--- config.mk ---
export PLATFORM = sky130hd
export DESIGN_NAME = upd7800_cpu_flat
export DESIGN_NICKNAME = d
export VERILOG_FILES = /design/src/rtl/upd7800_cpu_if.sv /design/src/rtl/upd7800_cpu.sv /design/src/flat_wrapper.sv
export SDC_FILE = /design/constraint.sdc
export NUM_CORES = 1
export LEC_CHECK = 0
export BUFFER_PORTS_ARGS = -buffer_cell sky130_fd_sc_hd__buf_2
export CAP_MARGIN = 20
export CORE_MARGIN = 3
export CORE_UTILIZATION = 66
export CTS_CLUSTER_DIAMETER = 200
export DETAILED_ROUTE_END_ITERATION = 8
export PLACE_DENSITY = 0.86
export SLEW_MARGIN = 20
export SYNTH_ARGS = -nofsm -noshare
export SYNTH_HDL_FRONTEND = slang
export SYNTH_SLANG_ARGS = --single-unit
export TNS_END_PERCENT = 1
--- constraint.sdc ---
create_clock -name clk -period 10 [get_ports clk]
set_clock_uncertainty 0.1 [all_clocks]
set_input_delay 1 -clock clk [delete_from_list [all_inputs] [get_ports clk]]
set_output_delay 1 -clock clk [all_outputs]
set_load 0.005 [all_outputs]
--- src/rtl/upd7800_cpu_if.sv ---
// Bus bundle for the uPD7800 core: phase-enable strobes, address, data and M1.
// The CPU side is the master; the memory/board side is the slave.
interface upd7800_cpu_if;
   logic        cp1_posedge;
   logic        cp1_negedge;
   logic        cp2_posedge;
   logic        cp2_negedge;
   logic [15:0] a;
   logic [7:0]  db_i;
   logic [7:0]  db_o;
   logic        db_oe;
   logic        m1;

   modport master (
      input  cp1_posedge, cp1_negedge, cp2_posedge, cp2_negedge, db_i,
      output a, db_o, db_oe, m1
   );

   modport slave (
      output cp1_posedge, cp1_negedge, cp2_posedge, cp2_negedge, db_i,
      input  a, db_o, db_oe, m1
   );
endinterface

--- src/rtl/upd7800_cpu.sv ---
// Reduced uPD7800 core: one machine cycle per CP1+/CP1-/CP2+/CP2- strobe group,
// with data sampled and instructions advanced on CP2- only.
module upd7800_cpu (
   input  logic          clk,
   input  logic          rst,
   upd7800_cpu_if.master bus
);
   typedef enum logic [2:0] {S_FETCH, S_OPND1, S_OPND2, S_READ, S_WRITE} state_t;

   localparam logic [2:0] R_A = 3'd1;
   localparam logic [2:0] R_H = 3'd6;
   localparam logic [2:0] R_L = 3'd7;

   state_t          state, state_n;
   logic [15:0]     pc, pc_n, sp, sp_n, pc_inc, hl;
   logic [7:0][7:0] rf, rf_n;
   logic [7:0]      op, op_n, lo, lo_n;
   logic            in_cycle, in_cycle_n;
   logic            cp2, cp2_n;
   logic [15:0]     a_q, a_n;
   logic [7:0]      db_o_q, db_o_n;
   logic            db_oe_q, db_oe_n, m1_q, m1_n;

   assign bus.a     = a_q;
   assign bus.db_o  = db_o_q;
   assign bus.db_oe = db_oe_q;
   assign bus.m1    = m1_q;

   always_ff @(posedge clk or posedge rst) begin
      if (rst) begin
         state    <= S_FETCH;
         pc       <= '0;
         sp       <= '0;
         rf       <= '0;
         op       <= '0;
         lo       <= '0;
         in_cycle <= 1'b0;
         cp2      <= 1'b0;
         a_q      <= '0;
         db_o_q   <= '0;
         db_oe_q  <= 1'b0;
         m1_q     <= 1'b0;
      end else begin
         state    <= state_n;
         pc       <= pc_n;
         sp       <= sp_n;
         rf       <= rf_n;
         op       <= op_n;
         lo       <= lo_n;
         in_cycle <= in_cycle_n;
         cp2      <= cp2_n;
         a_q      <= a_n;
         db_o_q   <= db_o_n;
         db_oe_q  <= db_oe_n;
         m1_q     <= m1_n;
      end
   end

   always_comb begin
      state_n    = state;
      pc_n       = pc;
      sp_n       = sp;
      rf_n       = rf;
      op_n       = op;
      lo_n       = lo;
      in_cycle_n = in_cycle;
      cp2_n      = cp2;
      a_n        = a_q;
      db_o_n     = db_o_q;
      db_oe_n    = db_oe_q;
      m1_n       = m1_q;
      pc_inc     = pc + 16'd1;
      hl         = {rf[R_H], rf[R_L]};

      if (bus.cp1_posedge) begin
         in_cycle_n = 1'b1;
         a_n        = (state == S_READ || state == S_WRITE) ? hl : pc;
         m1_n       = (state == S_FETCH);
         db_oe_n    = 1'b0;
         if (state == S_WRITE)
            db_o_n = rf[R_A];
      end

      // Strobes seen before the first CP1+ after reset are not part of a cycle.
      if (in_cycle && bus.cp1_negedge && state == S_WRITE)
         db_oe_n = 1'b1;

      if (in_cycle && bus.cp2_posedge)
         cp2_n = 1'b1;

      if (in_cycle && bus.cp2_negedge) begin
         cp2_n      = 1'b0;
         in_cycle_n = 1'b0;
         state_n    = S_FETCH;
         case (state)
            S_FETCH: begin
               pc_n = pc_inc;
               op_n = bus.db_i;
               if (bus.db_i[7:6] == 2'b11)
                  pc_n = pc_inc + {{10{bus.db_i[5]}}, bus.db_i[5:0]};
               else if (bus.db_i == 8'h54 || bus.db_i[7:3] == 5'b01101 ||
                        (bus.db_i[7:6] == 2'b00 && bus.db_i[3:0] == 4'h4))
                  state_n = S_OPND1;
               else if (bus.db_i == 8'h2D)
                  state_n = S_READ;
               else if (bus.db_i == 8'h3D)
                  state_n = S_WRITE;
            end
            S_OPND1: begin
               pc_n = pc_inc;
               lo_n = bus.db_i;
               if (op[7:3] == 5'b01101)
                  rf_n[op[2:0]] = bus.db_i;
               else
                  state_n = S_OPND2;
            end
            S_OPND2: begin
               pc_n = pc_inc;
               if (op == 8'h54)
                  pc_n = {bus.db_i, lo};
               else if (op[5:4] == 2'b00)
                  sp_n = {bus.db_i, lo};
               else begin
                  rf_n[{op[5:4], 1'b0}] = bus.db_i;
                  rf_n[{op[5:4], 1'b1}] = lo;
               end
            end
            S_READ:  rf_n[R_A] = bus.db_i;
            default: ;
         endcase
      end
   end
endmodule

--- src/flat_wrapper.sv ---
// flat-port wrapper written by rule: the top's interface ports become plain ports
module upd7800_cpu_flat 
  (clk, rst, bus_cp1_posedge, bus_cp1_negedge, bus_cp2_posedge, bus_cp2_negedge, bus_db_i, bus_a, bus_db_o, bus_db_oe, bus_m1);
  upd7800_cpu_if bus_i ();
  input  logic clk;
  input  logic rst;
  input wire logic [$bits(bus_i.cp1_posedge)-1:0] bus_cp1_posedge;
  input wire logic [$bits(bus_i.cp1_negedge)-1:0] bus_cp1_negedge;
  input wire logic [$bits(bus_i.cp2_posedge)-1:0] bus_cp2_posedge;
  input wire logic [$bits(bus_i.cp2_negedge)-1:0] bus_cp2_negedge;
  input wire logic [$bits(bus_i.db_i)-1:0] bus_db_i;
  output wire logic [$bits(bus_i.a)-1:0] bus_a;
  output wire logic [$bits(bus_i.db_o)-1:0] bus_db_o;
  output wire logic [$bits(bus_i.db_oe)-1:0] bus_db_oe;
  output wire logic [$bits(bus_i.m1)-1:0] bus_m1;
  assign bus_i.cp1_posedge = bus_cp1_posedge;
  assign bus_i.cp1_negedge = bus_cp1_negedge;
  assign bus_i.cp2_posedge = bus_cp2_posedge;
  assign bus_i.cp2_negedge = bus_cp2_negedge;
  assign bus_i.db_i = bus_db_i;
  assign bus_a = bus_i.a;
  assign bus_db_o = bus_i.db_o;
  assign bus_db_oe = bus_i.db_oe;
  assign bus_m1 = bus_i.m1;
  upd7800_cpu u_core (.clk(clk), .rst(rst), .bus(bus_i));
endmodule
==> flow_summary_export.csv, run 1 <==
group,metric,value,unit
sta,setup_total_negative_slack,0,ns
placed_design,pre_cts_slack,6.25,ns
yosys,synth_commonest_cells,"86 x dfrtp_1, 53 x a21oi_1, 53 x nor2_1",
yosys,synthArstFlopShare,100,%
worst_setup_path,worstReg2RegStart,"u_core.pc[0]$_DFFE_PP0P_",
worst_setup_path,crit_path_max_fanout,8,
detailed_routing,drt_pre_antenna_iters,5,
worst_setup_path,timing.critical_path.from_type,"register",
placed_design,io_buffer_count,38,
sta,slew-limit-headroom,39.6,%
clocking,ctsHoldBuffers,0,
die,chipHeight,96.0,um
detailed_routing,drt_drc_violations_left,0,
die,rows,32,
die,pin_count,40,
pwr,p_per_area,259,nW/um2
detailed_routing,wl_per_cell,19.7,um
clocking,reg_clk_slew_reported_paths,0.09,ns
outcome,status,"finished, final reports clean",
die,fp.coreArea,7810,um2
worst_setup_path,worst_setup_path_startpoint,"u_core.pc[0]$_DFFE_PP0P_",
detailed_routing,drt.antenna.violating_nets,0,
yosys,netlist_instances,560,
layout,drive_above_1_share,17.4,%
global_routing,grt_first_pass_wirelength,21500,um
global_routing,maximum_number_of_pins_on_one_net_before_global_route_repair,51,
sta,final.min_clock_period,3.88,ns
global_routing,grt_overflow,0,
worst_setup_path,slowest_delay,0.49,ns
yosys,post_synth_main_area_contributors,"dfrtp_1 40%, a21oi_1 5.0%, mux2_2 4.8%",
sta,setup_failing_eps_final,0,
detailed_routing,drt_wl_total,13500,um
clocking,cts_root_buffer,"clkbuf_8",
yosys,synth.yosys.warnings,0,
yosys,yosys.cell_types.count,68,
sta,report.final.slew_viol_count,0,
yosys,synth_edf_count,0,
clocking,cts_htree_levels,3,
detailed_routing,vias,4652,
min_path,timing.hold.worst.class,"reg -> reg",
placed_design,globalplace.congestion,0.951,
clocking,worstSkewPairLatency,0.37,ns
worst_setup_path,timing.setup.critical_path_class,"reg -> reg",
worst_setup_path,cp.arrival,4.02,ns
yosys,post-synth-top-area-fraction,40.3,%
global_routing,grt_pass1_vias,4194,
min_path,hold_path_startpoint,"u_core.hl[13]$_DFFE_PP0P_",
clocking,cts_repair_resize_count,0,
global_routing,initial_antenna_violation_count,0,
yosys,yosysTopAreaCell,"dfrtp_1",
pwr,vdd.ir_drop.worst,0.115,mV
layout,insertedDiodeCount,0,
worst_setup_path,timing.critical_path.slowest_stage_cell,"or4_4",
sta,timing.fmax,0.258,GHz
clocking,cts_post_setup_buffers_inserted,0,
die,fp.dieW,96.0,um
sta,finalWorstSetupSlack,6.12,ns
layout,areaGrowthSynthToFinish,7.47,%
worst_setup_path,critical_path_required_time,10.14,ns
yosys,synth_most_common_cell,"dfrtp_1",
detailed_routing,drt_first_iter_violations,612,
pwr,power.leakage,2.56,nW
placed_design,detailedPlacementHpwl,9410,um
worst_setup_path,worstPathCellList,"ha_1, nand2_1, or2_1, nor3_1, xor2_1, ha_1, a21oi_1, o21ai_0, a21oi_1, o21ai_2, xnor2_2, and4_4, or4_4",
yosys,post_synth_instance_area,5350,um2
clocking,max-clock-path-buffers,2,
layout,finish.net_count,615,
worst_setup_path,worst_path_dominant_cell_family,"simple AND/OR/NAND/NOR gates",
run,max_cap_viol_count,0,
clocking,tritoncts,"done",
yosys,synthFlopType,"dfrtp_1",
yosys,postSynthNetCount,595,
clocking,tritoncts.num_buffers,9,
sta,layout_worst_path_cycle_share,38.8,%
yosys,post_synth.cell_area_avg,9.55,um2
sta,worst-slew-pin-transition,0.901,ns
die,start_util,68.5,%
worst_setup_path,path_buf_inv,0,
sta,endpoints_failing_hold,0,
clocking,cts.sink_count,86,
yosys,postSynthRegisterBits,86,
worst_setup_path,critical_path.endpoint_type,"register",
sta,finalHoldWorstSlack,0.391,ns
die,die_area,9220,um2
global_routing,grtUsageTotal,30.8,%
sta,grt_setup_unrepaired,"no",
detailed_routing,detail_route.vias_per_cell,6.77,
yosys,yosysSeqAreaShare,40.3,%
-- worst paths after layout --
kind / to / slack (ns) / cells past startpoint
worst max-delay path: u_core.pc[15]$_DFFE_PP0P_ / 6.12 / 13
worst min-delay path: u_core.hl[13]$_DFFE_PP0P_ / 0.39 / 1
worst max register to register: u_core.pc[15]$_DFFE_PP0P_ / 6.12 / 13
worst min register to register: u_core.hl[13]$_DFFE_PP0P_ / 0.39 / 1
max in group asynchronous: u_core.bus.a[9]$_DFFE_PP0P_ / 8.16 / 3
min in group asynchronous: u_core.rf[12]$_DFFE_PP0P_ / 0.59 / 2
-- cell type report --
cell class,count,area (um2)
Tap cell,102,128
Sequential cell,86,2150
Clock buffer,11,151
Timing Repair Buffer,41,213
Fill cell,577,2060
Multi-Input combinational cell,430,3010
Clock inverter,5,41.3
Inverter,12,46.3
-- placed cells by master (no fill, tap or decap), types with 7 or more instances in the layout --
cell / count
dfrtp_1: 86
a21oi_1: 53
nor2_1: 53
nand2_1: 49
buf_2: 38
mux2_2: 23
mux2i_1: 22
o21ai_0: 22
ha_1: 20
a22o_1: 18
xor2_1: 17
clkbuf_8: 11
o21ai_1: 10
inv_1: 10
nor3_1: 10
nand3_1: 10
mux2_1: 9
a22oi_1: 8
o211ai_1: 8
xnor2_1: 8
a222oi_1: 8
a21o_1: 7
-- metrics by stage --
stage          std cells  instance area, um2  total power, W  utilization, %
2_1_floorplan        560                5350         0.00105               -
3_5_place_dp         671                5550         0.00123            71.1
4_1_cts              687                5750         0.00147            73.6
3_3_place_gp         671                5550         0.00120            71.1
6_report             687                5750         0.00149            73.6
5_1_grt              687                5750         0.00159            73.6
-- metal layers --
layer / vias to the layer above / global-route usage [%] / routed length (um)
li1: 2098 / - / -
met1: 2203 / 44.3 / 5700
met2: 295 / 45.0 / 5970
met3: 56 / 6.25 / 1320
met4: 0 / 13.0 / 505
met5: - / 0 / 0
-- kinds of logic (layout without fill, tap and decap cells) --
family / count (synthesis) / after routing / synth area share (%)
AOI/OAI and AO/OA: 169 / 169 / 21.1
and+or+nand+nor: 160 / 160 / 14.9
DFF: 86 / 86 / 40.3
muxes: 54 / 54 / 10.9
buffers and inverters: 44 / 69 / 3.37
xor gates and xnor gates: 26 / 26 / 4.40
adders and majority gates: 21 / 21 / 5.06
-- worst reg2reg max path, delay by kind of cell, from the launching register on --
family / cells / cell delay (ns)
AND/OR/NAND/NOR: 5 / 1.29
AO/OA/AOI/OAI: 4 / 0.75
adder cells (fa/ha/maj): 2 / 0.63
XOR/XNOR: 2 / 0.52
flip-flops: 1 / 0.48
-- power breakdown --
group          internal [W]  switching (W)  total (W)
combinational      0.000292       0.000370   0.000662
sequential         0.000457       0.000127   0.000584
clock              0.000106       0.000133   0.000239
-- registers in the layout (all words and copies together), names as in the netlist --
signal	flops
u_core.lo	8
u_core.hl	16
u_core.in_cycle	1
u_core.bus.m1	1
u_core.rf	8
u_core.bus.db_o	8
u_core.op	8
u_core.pc	16
u_core.state	3
u_core.bus.a	16
u_core.bus.db_oe	1
No activity file was read; power rests on OpenSTA's default activity.
==> run 2, diff against run 1 <==
Settings changed: ABC_AREA from default to 1, CORE_UTILIZATION 66 to 61, PLACE_DENSITY 0.86 to 0.81.
Clock period 10 ns to 4 ns, I/O delays scaled along.
==> run 2 against run 1 <==
Effect of this change: largest cell class unchanged; via count rose by 15%; die area up 11%; non-clock buffer count up 2; utilization down 4.8 points; register-to-register slack worse by 5.2 ns; routed wire length is 11% higher; first-iteration DRC count decreased by 14%; sequential power grew 150%; final area is 5.0% higher; combinational power grew to 3.0 times the previous value; power rose to 2.7 times the previous value.
==> flow_summary_export.csv, run 2 <==
group,metric,value,unit
sta,finalHoldWorstSlack,0.184,ns
yosys,post_synth.cell_area_avg,7.38,um2
yosys,yosysTopAreaCell,"dfrtp_1",
pwr,vdd.ir_drop.worst,0.267,mV
clocking,max-clock-path-buffers,2,
yosys,yosysSeqAreaShare,39.0,%
worst_setup_path,timing.critical_path.from_type,"register",
layout,post_layout_nonfiller_instances,898,
detailed_routing,drt_first_iter_violations,527,
worst_setup_path,worstPathCellList,"ha_1, nand2_1, nor2_1, nand3_1, nor2_1, xor2_1, inv_1, ha_1, nand2_1, inv_1, nand2_1, nor3_1, nand2_1, nand3_1, nand3_1, nand2_1, nand3_1, a21oi_1",
detailed_routing,drt_wl_total,14900,um
sta,setup_failing_eps_final,0,
min_path,timing.hold.worst.class,"in -> reg",
layout,insertedDiodeCount,0,
detailed_routing,drt.antenna.violating_nets,0,
clocking,cts_root_buffer,"clkbuf_8",
yosys,synthFlopType,"dfrtp_1",
worst_setup_path,critical_path_required_time,4.19,ns
detailed_routing,wl_per_cell,16.6,um
run,max_cap_viol_count,0,
placed_design,dp.cells,880,
worst_setup_path,critical_path.endpoint_type,"register",
sta,timing.fmax,0.321,GHz
sta,layout_worst_path_cycle_share,78.0,%
clocking,worstSkewPairLatency,0.37,ns
global_routing,grt_overflow,0,
sta,grt_setup_unrepaired,"no",
die,chipHeight,101,um
detailed_routing,drt_pre_antenna_iters,7,
clocking,cts.sink_count,86,
detailed_routing,detail_route.vias_per_cell,5.96,
clocking,reg_clk_slew_reported_paths,0.11,ns
sta,final.min_clock_period,3.12,ns
sta,setup_total_negative_slack,0,ns
die,die_area,10200,um2
placed_design,globalplace.congestion,0.956,
global_routing,grt_first_pass_wirelength,25000,um
layout,layout_commonest_cell,"nand2_1",
pwr,p_per_area,673,nW/um2
pwr,power.leakage,3.01,nW
clocking,cts_repair_resize_count,0,
layout,layout.cells.most_common_list,"174 x nand2_1, 90 x inv_1, 86 x dfrtp_1, 76 x a21oi_1, 68 x nor2_1",
worst_setup_path,timing.critical_path.slowest_stage_cell,"dfrtp_1",
sta,endpoints_failing_hold,0,
die,fp.coreArea,8760,um2
placed_design,io_buffer_count,38,
detailed_routing,drt_drc_violations_left,0,
worst_setup_path,crit_path_max_fanout,5,
sta,worst-slew-pin-transition,1.03,ns
sta,slew-limit-headroom,30.9,%
worst_setup_path,timing.setup.critical_path_class,"reg -> reg",
worst_setup_path,slowest_delay,0.43,ns
yosys,synth_most_common_cell,"nand2_1",
placed_design,detailedPlacementHpwl,10800,um
yosys,postSynthNetCount,783,
layout,drive_above_1_share,12.2,%
detailed_routing,vias,5355,
yosys,synth_commonest_cells,"174 x nand2_1, 91 x inv_1, 86 x dfrtp_1",
layout,layout.core_utilization,68.8,%
yosys,postSynthRegisterBits,86,
yosys,synth_edf_count,0,
die,start_util,63.0,%
yosys,post-synth-top-area-fraction,39.0,%
yosys,post_synth_main_area_contributors,"dfrtp_1 39%, nand2_1 12%, a21oi_1 6.9%",
yosys,netlist_instances,748,
pwr,finalPower,0.00406,W
die,rows,34,
outcome,status,"finished, final reports clean",
clocking,cts_htree_levels,3,
global_routing,grt_pass1_vias,5134,
die,pin_count,40,
yosys,synthArstFlopShare,100,%
die,fp.dieW,101,um
layout,finish.net_count,820,
global_routing,initial_antenna_violation_count,0,
worst_setup_path,critical-path-top-cell-by-count,"nand2_1",
yosys,yosys.cell_types.count,45,
global_routing,grtUsageTotal,30.7,%
clocking,tritoncts,"done",
global_routing,maximum_number_of_pins_on_one_net_before_global_route_repair,59,
layout,areaGrowthSynthToFinish,9.22,%
clocking,tritoncts.num_buffers,9,
yosys,post_synth_instance_area,5520,um2
sta,report.final.slew_viol_count,0,
worst_setup_path,cp.arrival,3.31,ns
yosys,synth.yosys.warnings,0,
## run 2: cell types whose count changed after synthesis, moves of 8 or more
cell	change
a21oi_1	+23
a222oi_1	-8
a22o_1	-18
clkbuf_1	-11
inv_1	+80
mux2_1	-9
mux2_2	-23
mux2i_1	-22
nand2_1	+125
nand3_1	+27
nor2_1	+15
o21ai_0	+43
o21ai_1	-8
## run 2: logic make-up (layout without fill, tap and decap cells)
logic type      count (synthesis)  count (layout)  synth area share (%)
compound gates                200             200                  21.0
xor+xnor                       14              14                  2.22
fa+ha+maj                      21              21                  4.89
buf+inv                       114             156                  8.04
flops                          86              86                  39.0
simple gates                  313             313                  24.9
## run 2: layout make-up
cell class                      count  area [um2]
Multi-Input combinational cell    548        2930
Tap cell                          108         135
Sequential cell                    86        2150
Clock buffer                        9         124
Clock inverter                      7        86.3
Timing Repair Buffer               43         243
Fill cell                         719        2730
Inverter                           97         365
## run 2: what timing repair did
item | CTS | global route
endpoints found under the hold margin | 0 | 11
buffers inserted | 0 | 0
hold buffers | 0 | 1
## run 2: layer usage
layer	global-route usage, %	vias up	wire length, um	part of all wire (%)
met5	0	-	0	0
met2	46.9	310	6670	45
met4	10.6	0	468	3.1
met1	43.3	2441	6420	43
met3	6.75	53	1360	9.1
li1	-	2551	-	-
## run 2: final timing paths
kind | startpoint | to | slack, ns | cells past startpoint
max | u_core.pc[0]$_DFFE_PP0P_ | u_core.pc[15]$_DFFE_PP0P_ | 0.88 | 18
min | bus_cp1_negedge | u_core.bus.db_oe$_DFFE_PP0P_ | 0.18 | 3
max reg2reg | u_core.pc[0]$_DFFE_PP0P_ | u_core.pc[15]$_DFFE_PP0P_ | 0.88 | 18
min reg2reg | u_core.hl[2]$_DFFE_PP0P_ | u_core.hl[2]$_DFFE_PP0P_ | 0.39 | 2
max in group asynchronous | rst | u_core.lo[5]$_DFFE_PP0P_ | 2.77 | 4
min in group asynchronous | rst | u_core.bus.db_oe$_DFFE_PP0P_ | 0.38 | 3
## run 2: stage by stage
step                worst slack [ns]  cell area [um2]
global route                   0.501             6030
detailed placement             0.993             5790
finish                         0.881             6030
CTS                            0.953             6000
floorplan                       1.28             5520
global placement                1.04             5790
## run 2: power breakdown
part | internal [W] | leakage, nW | switching [W]
combinational | 0.000720 | 1.90 | 0.00124
clock | 0.000304 | 0.105 | 0.000361
sequential | 0.00116 | 1.01 | 0.000281
## run 2: worst max-delay path, delay by kind of cell (launching register included)
kind                       cells  cell delay (ns)
AOI/OAI and AO/OA              1             0.14
xor gates and xnor gates       1             0.22
adders and majority gates      2             0.57
buffers and inverters          2             0.20
DFF                            1             0.43
and+or+nand+nor               12             1.39
==> run 3, diff against run 2 <==
Clock period 4 ns to 3.2 ns, I/O delays scaled along.
==> run 3 against run 2 <==
Effect of this change: worst setup slack worse by 0.68 ns; via count down 0.43%; combinational power up 29%; clock power up 13%; die area unchanged; sequential share of layout area down 0.29 points; largest cell class unchanged; highest routed layer unchanged.
==> flow_summary_export.csv, run 3 (synthesis results as in run 2) <==
group,metric,value,unit
outcome,status,"finished, final reports clean",
worst_setup_path,critical_path_required_time,3.39,ns
detailed_routing,drt.antenna.violating_nets,0,
worst_setup_path,reg2reg_setup_slack,0.21,ns
clocking,reg_clk_slew_reported_paths,0.09,ns
clocking,cts_htree_levels,3,
sta,setup_failing_eps_final,0,
layout,layout_commonest_cell,"nand2_1",
sta,slew-limit-headroom,43.3,%
pwr,vdd.ir_drop.worst,0.414,mV
clocking,tritoncts,"done",
run,max_cap_viol_count,0,
placed_design,detailedPlacementHpwl,11000,um
global_routing,grtUsageTotal,30.0,%
pwr,finalPower,0.00507,W
clocking,cts.sink_count,86,
die,chipHeight,101,um
global_routing,initial_antenna_violation_count,0,
detailed_routing,drt_wl_total,14900,um
layout,post_layout_nonfiller_instances,901,
clocking,cts_root_buffer,"clkbuf_8",
die,rows,34,
die,start_util,63.0,%
placed_design,dp.cells,884,
layout,drive_above_1_share,13.4,%
sta,endpoints_failing_hold,0,
sta,layout_worst_path_cycle_share,93.6,%
detailed_routing,drt_drc_violations_left,0,
placed_design,globalplace.congestion,0.954,
detailed_routing,drt_first_iter_violations,623,
layout,finish.net_count,823,
pwr,p_per_area,834,nW/um2
global_routing,maximum_number_of_pins_on_one_net_before_global_route_repair,36,
clocking,worstSkewPairLatency,0.37,ns
die,die_area,10200,um2
clocking,tritoncts.num_buffers,9,
sta,finalHoldWorstSlack,0.133,ns
sta,worst-slew-pin-transition,0.846,ns
global_routing,grt_pass1_vias,5000,
global_routing,grt_first_pass_wirelength,24500,um
clocking,max-clock-path-buffers,2,
die,fp.dieW,101,um
detailed_routing,detail_route.vias_per_cell,5.92,
sta,final.min_clock_period,2.99,ns
layout,insertedDiodeCount,0,
min_path,timing.hold.worst.class,"in -> reg",
worst_setup_path,cp.arrival,3.18,ns
placed_design,io_buffer_count,38,
layout,layout.cells.most_common_list,"174 x nand2_1, 90 x inv_1, 86 x dfrtp_1, 75 x a21oi_1, 67 x nor2_1",
pwr,power.leakage,3.01,nW
worst_setup_path,timing.setup.critical_path_class,"reg -> reg",
die,fp.coreArea,8760,um2
worst_setup_path,timing.critical_path.from_type,"register",
sta,timing.fmax,0.334,GHz
sta,report.final.slew_viol_count,0,
worst_setup_path,crit_path_max_fanout,5,
detailed_routing,vias,5332,
sta,grt_setup_unrepaired,"yes",
layout,areaGrowthSynthToFinish,10.1,%
die,pin_count,40,
worst_setup_path,critical_path.endpoint_type,"register",
detailed_routing,wl_per_cell,16.6,um
global_routing,grt_overflow,0,
detailed_routing,drt_pre_antenna_iters,5,
==> run 3: cell types whose count changed in the layout (fill, tap and decap cells not counted), moves of 2 or more <==
cell | before | now
buf_4 | 3 | 7
inv_6 | 3 | 1
xor2_2 | 0 | 2
inv_8 | 2 | 0
xor2_1 | 12 | 10
ha_1 | 20 | 18
ha_4 | 0 | 2
clkinv_4 | 0 | 2
clkbuf_8 | 9 | 11
==> run 3: cell type report <==
cell class                 instances  area [um2]
fill                             728        2680
clock buffer                      11         151
multi-input combinational        548        2980
inverter                          97         365
clock inverter                     5        41.3
tap                              108         135
timing repair buffer              46         253
sequential                        86        2150
==> run 3: power by group <==
group / total [W] / internal (W) / switching (W)
sequential: 0.00179 / 0.00145 / 0.000343
clock: 0.000752 / 0.000330 / 0.000422
combinational: 0.00253 / 0.000941 / 0.00159
total: 0.00507 / 0.00272 / 0.00235
==> run 3: worst max-delay path: stages (launching register included) <==
cell and delay (ns):
dfrtp_1 0.43, ha_1 0.21, nand2_1 0.07, nor2_1 0.16, nand3_2 0.17, xnor2_1 0.36, ha_1 0.35, nand2_1 0.14
inv_1 0.06, a21oi_1 0.14, nand2_1 0.10, inv_1 0.08, o21bai_1 0.09, a21boi_0 0.16, o21ai_0 0.14, a21oi_1 0.16
==> run 3: what timing repair did <==
item | CTS | global route
endpoints found under the hold margin | 22 | 0
hold buffers | 1 | 0
resized for setup | 0 | 9
setup buffers | 0 | 0
setup endpoints to repair | 0 | 8
==> run 3: worst paths after layout <==
check / start / cells after the start / endpoint
max in group asynchronous: rst / 4 / u_core.lo[3]$_DFFE_PP0P_
min in group asynchronous: rst / 3 / u_core.bus.m1$_DFFE_PP0P_
max reg2reg: u_core.pc[0]$_DFFE_PP0P_ / 15 / u_core.pc[11]$_DFFE_PP0P_
max: u_core.pc[0]$_DFFE_PP0P_ / 15 / u_core.pc[11]$_DFFE_PP0P_
min: bus_cp1_negedge / 3 / u_core.bus.db_oe$_DFFE_PP0P_
min reg2reg: u_core.hl[0]$_DFFE_PP0P_ / 2 / u_core.hl[0]$_DFFE_PP0P_
==> run 3: stage by stage <==
step	setup TNS, ns	setup slack (ns)	utilization (%)	cell area [um2]
6_report	0	0.205	69.4	6080
5_1_grt	-0.120	-0.0599	69.4	6080
4_1_cts	0	0.197	68.7	6020
3_5_place_dp	0	0.212	66.4	5820
3_3_place_gp	0	0.283	66.4	5820
2_1_floorplan	0	0.558	-	5520
==> run 3: per-layer routing <==
| layer | vias up | GRT usage, % | routed length (um) |
|---|---|---|---|
| met5 | - | 0 | 0 |
| met4 | 0 | 10.8 | 410 |
| met3 | 40 | 5.10 | 1140 |
| met2 | 271 | 44.5 | 6620 |
| met1 | 2468 | 44.4 | 6770 |
| li1 | 2553 | - | - |
